<file path="src/rtl/dmem_arbiter_if.sv">
// rtl/dmem_arbiter_if.sv - bus bundle between CPU mem stage, host port, data memory and the arbiter
//
// Purpose : groups every handshake/data signal of the data-memory arbiter so the
//           arbiter takes a single bus port next to its plain clk/rst.
// Modports:
//   master : requester/memory side (drives cpu_*, host_* requests and mem_rdata)
//   slave  : arbiter side (drives grants, read responses, stall and memory strobes)
// Signals :
//   cpu_req/we/addr/wdata/be    CPU request;  cpu_gnt, cpu_rvalid, cpu_rdata, o_stall back
//   host_req/we/addr/wdata/be   host request; host_gnt, host_rvalid, host_rdata back
//   mem_en/we/addr/wdata        memory strobe, byte write mask, address, write data
//   mem_rdata                   memory read data, valid one cycle after mem_en

interface dmem_arbiter_if #(
  parameter int ADDR_W = 10,
  parameter int DATA_W = 32
) ();
  localparam int BE_W = DATA_W / 8;

  logic              cpu_req;
  logic              cpu_we;
  logic [ADDR_W-1:0] cpu_addr;
  logic [DATA_W-1:0] cpu_wdata;
  logic [BE_W-1:0]   cpu_be;
  logic              cpu_gnt;
  logic              cpu_rvalid;
  logic [DATA_W-1:0] cpu_rdata;
  logic              o_stall;

  logic              host_req;
  logic              host_we;
  logic [ADDR_W-1:0] host_addr;
  logic [DATA_W-1:0] host_wdata;
  logic [BE_W-1:0]   host_be;
  logic              host_gnt;
  logic              host_rvalid;
  logic [DATA_W-1:0] host_rdata;

  logic              mem_en;
  logic [BE_W-1:0]   mem_we;
  logic [ADDR_W-1:0] mem_addr;
  logic [DATA_W-1:0] mem_wdata;
  logic [DATA_W-1:0] mem_rdata;

  modport master (
    output cpu_req, cpu_we, cpu_addr, cpu_wdata, cpu_be,
    output host_req, host_we, host_addr, host_wdata, host_be,
    output mem_rdata,
    input  cpu_gnt, cpu_rvalid, cpu_rdata, o_stall,
    input  host_gnt, host_rvalid, host_rdata,
    input  mem_en, mem_we, mem_addr, mem_wdata
  );

  modport slave (
    input  cpu_req, cpu_we, cpu_addr, cpu_wdata, cpu_be,
    input  host_req, host_we, host_addr, host_wdata, host_be,
    input  mem_rdata,
    output cpu_gnt, cpu_rvalid, cpu_rdata, o_stall,
    output host_gnt, host_rvalid, host_rdata,
    output mem_en, mem_we, mem_addr, mem_wdata
  );
endinterface

</file>
<file path="src/rtl/dmem_arbiter.sv">
// rtl/dmem_arbiter.sv - single-port data memory arbiter, CPU priority with host starvation guard
//
// Purpose : shares the single-port data memory between the CPU mem stage and the
//           host/filter-loader port. The CPU wins by default; after STARVE_LIM cycles
//           of the host losing, the host is granted once. Read data comes back one
//           cycle after the grant, qualified by the owner's rvalid. o_stall freezes the
//           pipeline whenever a CPU request is refused.
// Ports   :
//   clk  in  system clock
//   rst  in  synchronous reset, active-high
//   bus  slave modport of dmem_arbiter_if (CPU, host and memory signals)
// Params  :
//   ADDR_W      word-address width
//   DATA_W      data width (byte enables are DATA_W/8 bits)
//   STARVE_LIM  host lost cycles before a forced host grant (>= 1)

module dmem_arbiter #(
  parameter int ADDR_W     = 10,
  parameter int DATA_W     = 32,
  parameter int STARVE_LIM = 4
) (
  input  logic           clk,
  input  logic           rst,
  dmem_arbiter_if.slave  bus
);

  localparam int BE_W  = DATA_W / 8;
  localparam int CNT_W = $clog2(STARVE_LIM + 1);
  localparam logic [CNT_W-1:0] LIM = CNT_W'(STARVE_LIM);

  typedef enum logic [0:0] {
    CPU_PRI  = 1'b0,
    HOST_PRI = 1'b1
  } state_t;

  state_t            state;
  state_t            state_nxt;
  logic [CNT_W-1:0]  wait_cnt;
  logic [CNT_W-1:0]  wait_cnt_nxt;

  logic              cpu_gnt;
  logic              host_gnt;
  logic              cpu_rvalid_q;
  logic              host_rvalid_q;

  logic [BE_W-1:0]   mem_we;
  logic [ADDR_W-1:0] mem_addr;
  logic [DATA_W-1:0] mem_wdata;

  // State register, starvation counter and read-owner tracking.
  always_ff @(posedge clk) begin
    if (rst) begin
      state         <= CPU_PRI;
      wait_cnt      <= '0;
      cpu_rvalid_q  <= 1'b0;
      host_rvalid_q <= 1'b0;
    end else begin
      state         <= state_nxt;
      wait_cnt      <= wait_cnt_nxt;
      // The owner of a granted read gets rvalid exactly one cycle later.
      cpu_rvalid_q  <= cpu_gnt & ~bus.cpu_we;
      host_rvalid_q <= host_gnt & ~bus.host_we;
    end
  end

  // Grants, next counter value and next state.
  always_comb begin
    cpu_gnt      = 1'b0;
    host_gnt     = 1'b0;
    state_nxt    = state;
    wait_cnt_nxt = wait_cnt;

    case (state)
      CPU_PRI: begin
        if (bus.cpu_req)       cpu_gnt  = 1'b1;
        else if (bus.host_req) host_gnt = 1'b1;
      end
      HOST_PRI: begin
        if (bus.host_req)      host_gnt = 1'b1;
        else if (bus.cpu_req)  cpu_gnt  = 1'b1;
      end
      default: ;
    endcase

    // Nothing reaches the memory while reset is held.
    if (rst) begin
      cpu_gnt  = 1'b0;
      host_gnt = 1'b0;
    end

    // Count only cycles the host is actually waiting; a withdrawn host request
    // also restarts the count so a stale total cannot force a later grant.
    if (host_gnt || !bus.host_req) begin
      wait_cnt_nxt = '0;
    end else if (wait_cnt != LIM) begin
      wait_cnt_nxt = wait_cnt + CNT_W'(1);
    end

    case (state)
      CPU_PRI: begin
        if (wait_cnt_nxt == LIM) state_nxt = HOST_PRI;
      end
      HOST_PRI: begin
        if (host_gnt || !bus.host_req) state_nxt = CPU_PRI;
      end
      default: state_nxt = CPU_PRI;
    endcase
  end

  // Memory-side mux: winner's fields, all zero when idle.
  always_comb begin
    mem_we    = '0;
    mem_addr  = '0;
    mem_wdata = '0;
    if (cpu_gnt) begin
      mem_we    = bus.cpu_we ? bus.cpu_be : '0;
      mem_addr  = bus.cpu_addr;
      mem_wdata = bus.cpu_wdata;
    end else if (host_gnt) begin
      mem_we    = bus.host_we ? bus.host_be : '0;
      mem_addr  = bus.host_addr;
      mem_wdata = bus.host_wdata;
    end
  end

  assign bus.cpu_gnt     = cpu_gnt;
  assign bus.host_gnt    = host_gnt;
  assign bus.o_stall     = bus.cpu_req & ~cpu_gnt;
  assign bus.cpu_rvalid  = cpu_rvalid_q;
  assign bus.host_rvalid = host_rvalid_q;
  // Both requesters see the raw memory data; rvalid says whose it is.
  assign bus.cpu_rdata   = bus.mem_rdata;
  assign bus.host_rdata  = bus.mem_rdata;
  assign bus.mem_en      = cpu_gnt | host_gnt;
  assign bus.mem_we      = mem_we;
  assign bus.mem_addr    = mem_addr;
  assign bus.mem_wdata   = mem_wdata;

endmodule

</file>
<file path="src/flat_wrapper.sv">
// flat-port wrapper written by rule: the top's interface ports become plain ports
module dmem_arbiter_flat 
#(
  parameter int ADDR_W     = 10,
  parameter int DATA_W     = 32,
  parameter int STARVE_LIM = 4
)
  (clk, rst, bus_cpu_req, bus_cpu_we, bus_cpu_addr, bus_cpu_wdata, bus_cpu_be, bus_host_req, bus_host_we, bus_host_addr, bus_host_wdata, bus_host_be, bus_mem_rdata, bus_cpu_gnt, bus_cpu_rvalid, bus_cpu_rdata, bus_o_stall, bus_host_gnt, bus_host_rvalid, bus_host_rdata, bus_mem_en, bus_mem_we, bus_mem_addr, bus_mem_wdata);
  dmem_arbiter_if #(.ADDR_W(ADDR_W), .DATA_W(DATA_W)) bus_i ();
  input  logic clk;
  input  logic rst;
  input wire logic [$bits(bus_i.cpu_req)-1:0] bus_cpu_req;
  input wire logic [$bits(bus_i.cpu_we)-1:0] bus_cpu_we;
  input wire logic [$bits(bus_i.cpu_addr)-1:0] bus_cpu_addr;
  input wire logic [$bits(bus_i.cpu_wdata)-1:0] bus_cpu_wdata;
  input wire logic [$bits(bus_i.cpu_be)-1:0] bus_cpu_be;
  input wire logic [$bits(bus_i.host_req)-1:0] bus_host_req;
  input wire logic [$bits(bus_i.host_we)-1:0] bus_host_we;
  input wire logic [$bits(bus_i.host_addr)-1:0] bus_host_addr;
  input wire logic [$bits(bus_i.host_wdata)-1:0] bus_host_wdata;
  input wire logic [$bits(bus_i.host_be)-1:0] bus_host_be;
  input wire logic [$bits(bus_i.mem_rdata)-1:0] bus_mem_rdata;
  output wire logic [$bits(bus_i.cpu_gnt)-1:0] bus_cpu_gnt;
  output wire logic [$bits(bus_i.cpu_rvalid)-1:0] bus_cpu_rvalid;
  output wire logic [$bits(bus_i.cpu_rdata)-1:0] bus_cpu_rdata;
  output wire logic [$bits(bus_i.o_stall)-1:0] bus_o_stall;
  output wire logic [$bits(bus_i.host_gnt)-1:0] bus_host_gnt;
  output wire logic [$bits(bus_i.host_rvalid)-1:0] bus_host_rvalid;
  output wire logic [$bits(bus_i.host_rdata)-1:0] bus_host_rdata;
  output wire logic [$bits(bus_i.mem_en)-1:0] bus_mem_en;
  output wire logic [$bits(bus_i.mem_we)-1:0] bus_mem_we;
  output wire logic [$bits(bus_i.mem_addr)-1:0] bus_mem_addr;
  output wire logic [$bits(bus_i.mem_wdata)-1:0] bus_mem_wdata;
  assign bus_i.cpu_req = bus_cpu_req;
  assign bus_i.cpu_we = bus_cpu_we;
  assign bus_i.cpu_addr = bus_cpu_addr;
  assign bus_i.cpu_wdata = bus_cpu_wdata;
  assign bus_i.cpu_be = bus_cpu_be;
  assign bus_i.host_req = bus_host_req;
  assign bus_i.host_we = bus_host_we;
  assign bus_i.host_addr = bus_host_addr;
  assign bus_i.host_wdata = bus_host_wdata;
  assign bus_i.host_be = bus_host_be;
  assign bus_i.mem_rdata = bus_mem_rdata;
  assign bus_cpu_gnt = bus_i.cpu_gnt;
  assign bus_cpu_rvalid = bus_i.cpu_rvalid;
  assign bus_cpu_rdata = bus_i.cpu_rdata;
  assign bus_o_stall = bus_i.o_stall;
  assign bus_host_gnt = bus_i.host_gnt;
  assign bus_host_rvalid = bus_i.host_rvalid;
  assign bus_host_rdata = bus_i.host_rdata;
  assign bus_mem_en = bus_i.mem_en;
  assign bus_mem_we = bus_i.mem_we;
  assign bus_mem_addr = bus_i.mem_addr;
  assign bus_mem_wdata = bus_i.mem_wdata;
  dmem_arbiter #(.ADDR_W(ADDR_W), .DATA_W(DATA_W), .STARVE_LIM(STARVE_LIM)) u_core (.clk(clk), .rst(rst), .bus(bus_i));
endmodule
</file>
<file path="config.mk">
export PLATFORM = sky130hd
export DESIGN_NAME = dmem_arbiter_flat
export DESIGN_NICKNAME = d
export VERILOG_FILES = /design/src/rtl/dmem_arbiter_if.sv /design/src/rtl/dmem_arbiter.sv /design/src/flat_wrapper.sv
export SDC_FILE = /design/constraint.sdc
export NUM_CORES = 1
export LEC_CHECK = 0
export ABC_AREA = 1
export BUFFER_PORTS_ARGS = -buffer_cell sky130_fd_sc_hd__buf_2
export CAP_MARGIN = 0
export CORE_AREA = 2 2 94 96
export CTS_CLUSTER_DIAMETER = 40
export DETAILED_ROUTE_END_ITERATION = 16
export DIE_AREA = 0 0 96 98
export HOLD_SLACK_MARGIN = 0.08
export PLACE_DENSITY = 0.52
export REMOVE_ABC_BUFFERS = 1
export SYNTH_ARGS = -nofsm -noshare
export SYNTH_HDL_FRONTEND = slang
export SYNTH_SLANG_ARGS = --single-unit
</file>
<file path="constraint.sdc">
create_clock -name clk -period 1.2 [get_ports clk]
set_input_delay 0.12 -clock clk [delete_from_list [all_inputs] [get_ports clk]]
set_output_delay 0.12 -clock clk [all_outputs]
set_load 0.02 [all_outputs]
</file>
==> impl_metrics.toml <==
[sta]
skew_ns = 0.00141
fin_crit_ns = 1.43
finalHoldViolCount = 0
maxSlewHeadroom_pct = 86.0
timing.final.ws_setup_ns = -0.232
fin_setup_tns_ns = -10.02
maxSlewViolCount = 0
rsz0062_at_grt = "yes"
fmax_ghz = 0.698
fin_crit_sh_pct = 119
tightest_slew_ns = 0.209
final-setup-viol-count = 50

[cts]
clock_sink_count = 6
clock_latency_ns = 0.22
cts_buffers = 3
cts_buffer_depth = 2
clock-root-buffer = "clkbuf_8"
tritoncts = "yes"
cts_htree_levels = 1
clk_pin_slew_ns = 0.04

[hold_path]
worst_hold_path.endpoint = "u_core.bus.cpu_rvalid$_SDFF_PP0_"
hold_depth = 2
holdCritStartpoint = "bus_cpu_we"
holdCritPathClass = "in2reg"

[logic_synthesis]
synth_area_um2 = 1390
synthCells = 258
yosysWarningCount = 0
ys_ff_latch = 6
post_synth_num_cell_types = 14
avgSynthCellArea_um2 = 5.37
ys_seq_area_share_pct = 8.66

[layout]
antennaDiodeCount = 0
layout-area-overhead-vs-synth_pct = 87.3
finish.instance_area_um2 = 2600
nFillCells = 896
drive_gt1_share_pct = 69.5
post-route-util_pct = 30.7
nets = 485

[routing]
drc = 0
dr.pass1.iters = 4
drt-wirelength-per-cell_um = 17.4
antenna_left = 0
via_per_inst = 4.13
vias = 1897
drt_first_iter_violations = 36
drt_wl_total_um = 7970

[status]
violations = "setup timing"
status = "complete, but fails checks"

[setup_path]
worstReg2RegStart = "u_core.wait_cnt[0]$_SDFF_PP0_"
end_kind = "output port"
r2r_slack_ns = 0.11
cp-start-kind = "register"
critPathArrivalTime_ns = 1.31
reg2reg_to = "u_core.state$_SDFF_PP0_"
crit_required_ns = 1.08
crit_type = "reg2out"
reg2reg_depth = 7
path_max_fanout = 12

[floorplan]
coreArea_um2 = 8470
pin_count = 246
num_rows = 34
die_y_um = 98
dieArea_um2 = 9410
die_width_um = 96
initial_core_util_pct = 16.4

[power]
p_leak_nw = 1.46
ir_worst_vdd_mv = 0.204
p_per_area_nw_per_um2 = 527

[grt]
grt_pass1_wl_um = 10600
antenna_found_initial = 0
gr-usage-all-layers_pct = 15.3
grt_pass1_vias = 1881
grt_overflow = 0
grt_start_max_net_pins = 20

[placement]
port-buffer-count = 149
place_area_um2 = 1800
hpwl_um = 5930
gp_congestion = 0.750

[flow_run]
drv_cap = 0
[layout by cell type, fill, tap and decap left out, drive strengths merged]
cell / instances
nor2: 9
inv: 13
ha: 2
a21oi: 2
nand2: 140
clkbuf: 4
dfxtp: 6
nor3: 1
buf: 163
nand3: 11
[Yosys cell counts]
cell       n  share of area [%]
nand2_1  140                 38
buf_4     68                 37
nand3_1   11                4.0
inv_1     10                2.7
nor2_1     7                1.9
dfxtp_1    6                8.7
buf_2      4                1.4
inv_2      3               0.81
a21oi_1    2               0.72
buf_6      2                1.6
ha_1       2                1.8
nor2_2     1               0.45
nor2_4     1               0.81
nor3_1     1               0.36
[worst max-delay path by stage]
stage | startpoint | to
6_report | u_core.state$_SDFF_PP0_ | bus_mem_wdata[3]
5_1_grt | u_core.state$_SDFF_PP0_ | bus_mem_we[2]
4_1_cts | u_core.state$_SDFF_PP0_ | bus_mem_wdata[0]
3_5_place_dp | bus_host_req | bus_mem_wdata[26]
3_3_place_gp | bus_host_req | bus_mem_wdata[26]
2_1_floorplan | u_core.state$_SDFF_PP0_ | bus_mem_we[0]
[final cells by class]
class                   count  area (um2)  area share, %
clock buffers               3        41.3           1.59
inverters                  13        53.8           2.07
multi-input cells         165         915           35.2
flip-flops and latches      6         125           4.82
well taps                 108         135           5.20
repair buffers            164        1330           51.1
[layer usage]
layer | global-route usage [%] | routed length, um | up-vias
met5 | 10.6 | 103 | -
met4 | 1.87 | 26 | 4
met3 | 13.3 | 1560 | 6
met2 | 22.9 | 3560 | 184
met1 | 16.1 | 2720 | 811
li1 | - | - | 892
[worst max-delay path, stage by stage (launching register included)]
cell	delay, ns
dfxtp_4	0.35
nor2_4	0.14
nor2_4	0.06
buf_12	0.14
buf_12	0.14
nand2_1	0.07
nand2_1	0.07
buf_6	0.13
[kinds of logic after synthesis]
logic type,count (synthesis),synth area share [%]
buffers and inverters,87,43.4
and+or+nand+nor,161,45.4
AOI/OAI and AO/OA,2,0.722
adders and majority gates,2,1.80
DFF,6,8.66
[power breakdown]
| part | total, mW | internal [mW] | leakage [nW] | switching [mW] |
|---|---|---|---|---|
| Sequential | 0.204 | 0.203 | 0.0499 | 0.00165 |
| Clock | 0.300 | 0.215 | 0.0216 | 0.0849 |
| Combinational | 0.863 | 0.436 | 1.39 | 0.427 |
| Total | 1.37 | 0.854 | 1.46 | 0.514 |
[per-stage QoR]
step / setup slack (ns) / total power [mW] / instances / hold WS [ns]
floorplan: -0.725 / 0.470 / 184 / 0.192
global placement: -0.0382 / 0.786 / 447 / 0.240
detailed placement: -0.0525 / 0.789 / 447 / 0.240
CTS: -0.271 / 1.34 / 459 / 0.129
global route: -0.286 / 1.44 / 459 / 0.131
finish: -0.232 / 1.37 / 459 / 0.130
[state kept, by name (all words and copies together) (netlist names)]
signal	count
u_core.bus.cpu_rvalid	1
u_core.state	1
u_core.wait_cnt	3
u_core.bus.host_rvalid	1
[what timing repair did]
item | CTS | global route
resized for setup | 141 | 63
gates cloned | 4 | 1
pin swaps | 2 | 12
hold buffers | 0 | 0
setup endpoints to repair | 50 | 51
buffers inserted | 5 | 4
Power figures use the tool's default switching activity.
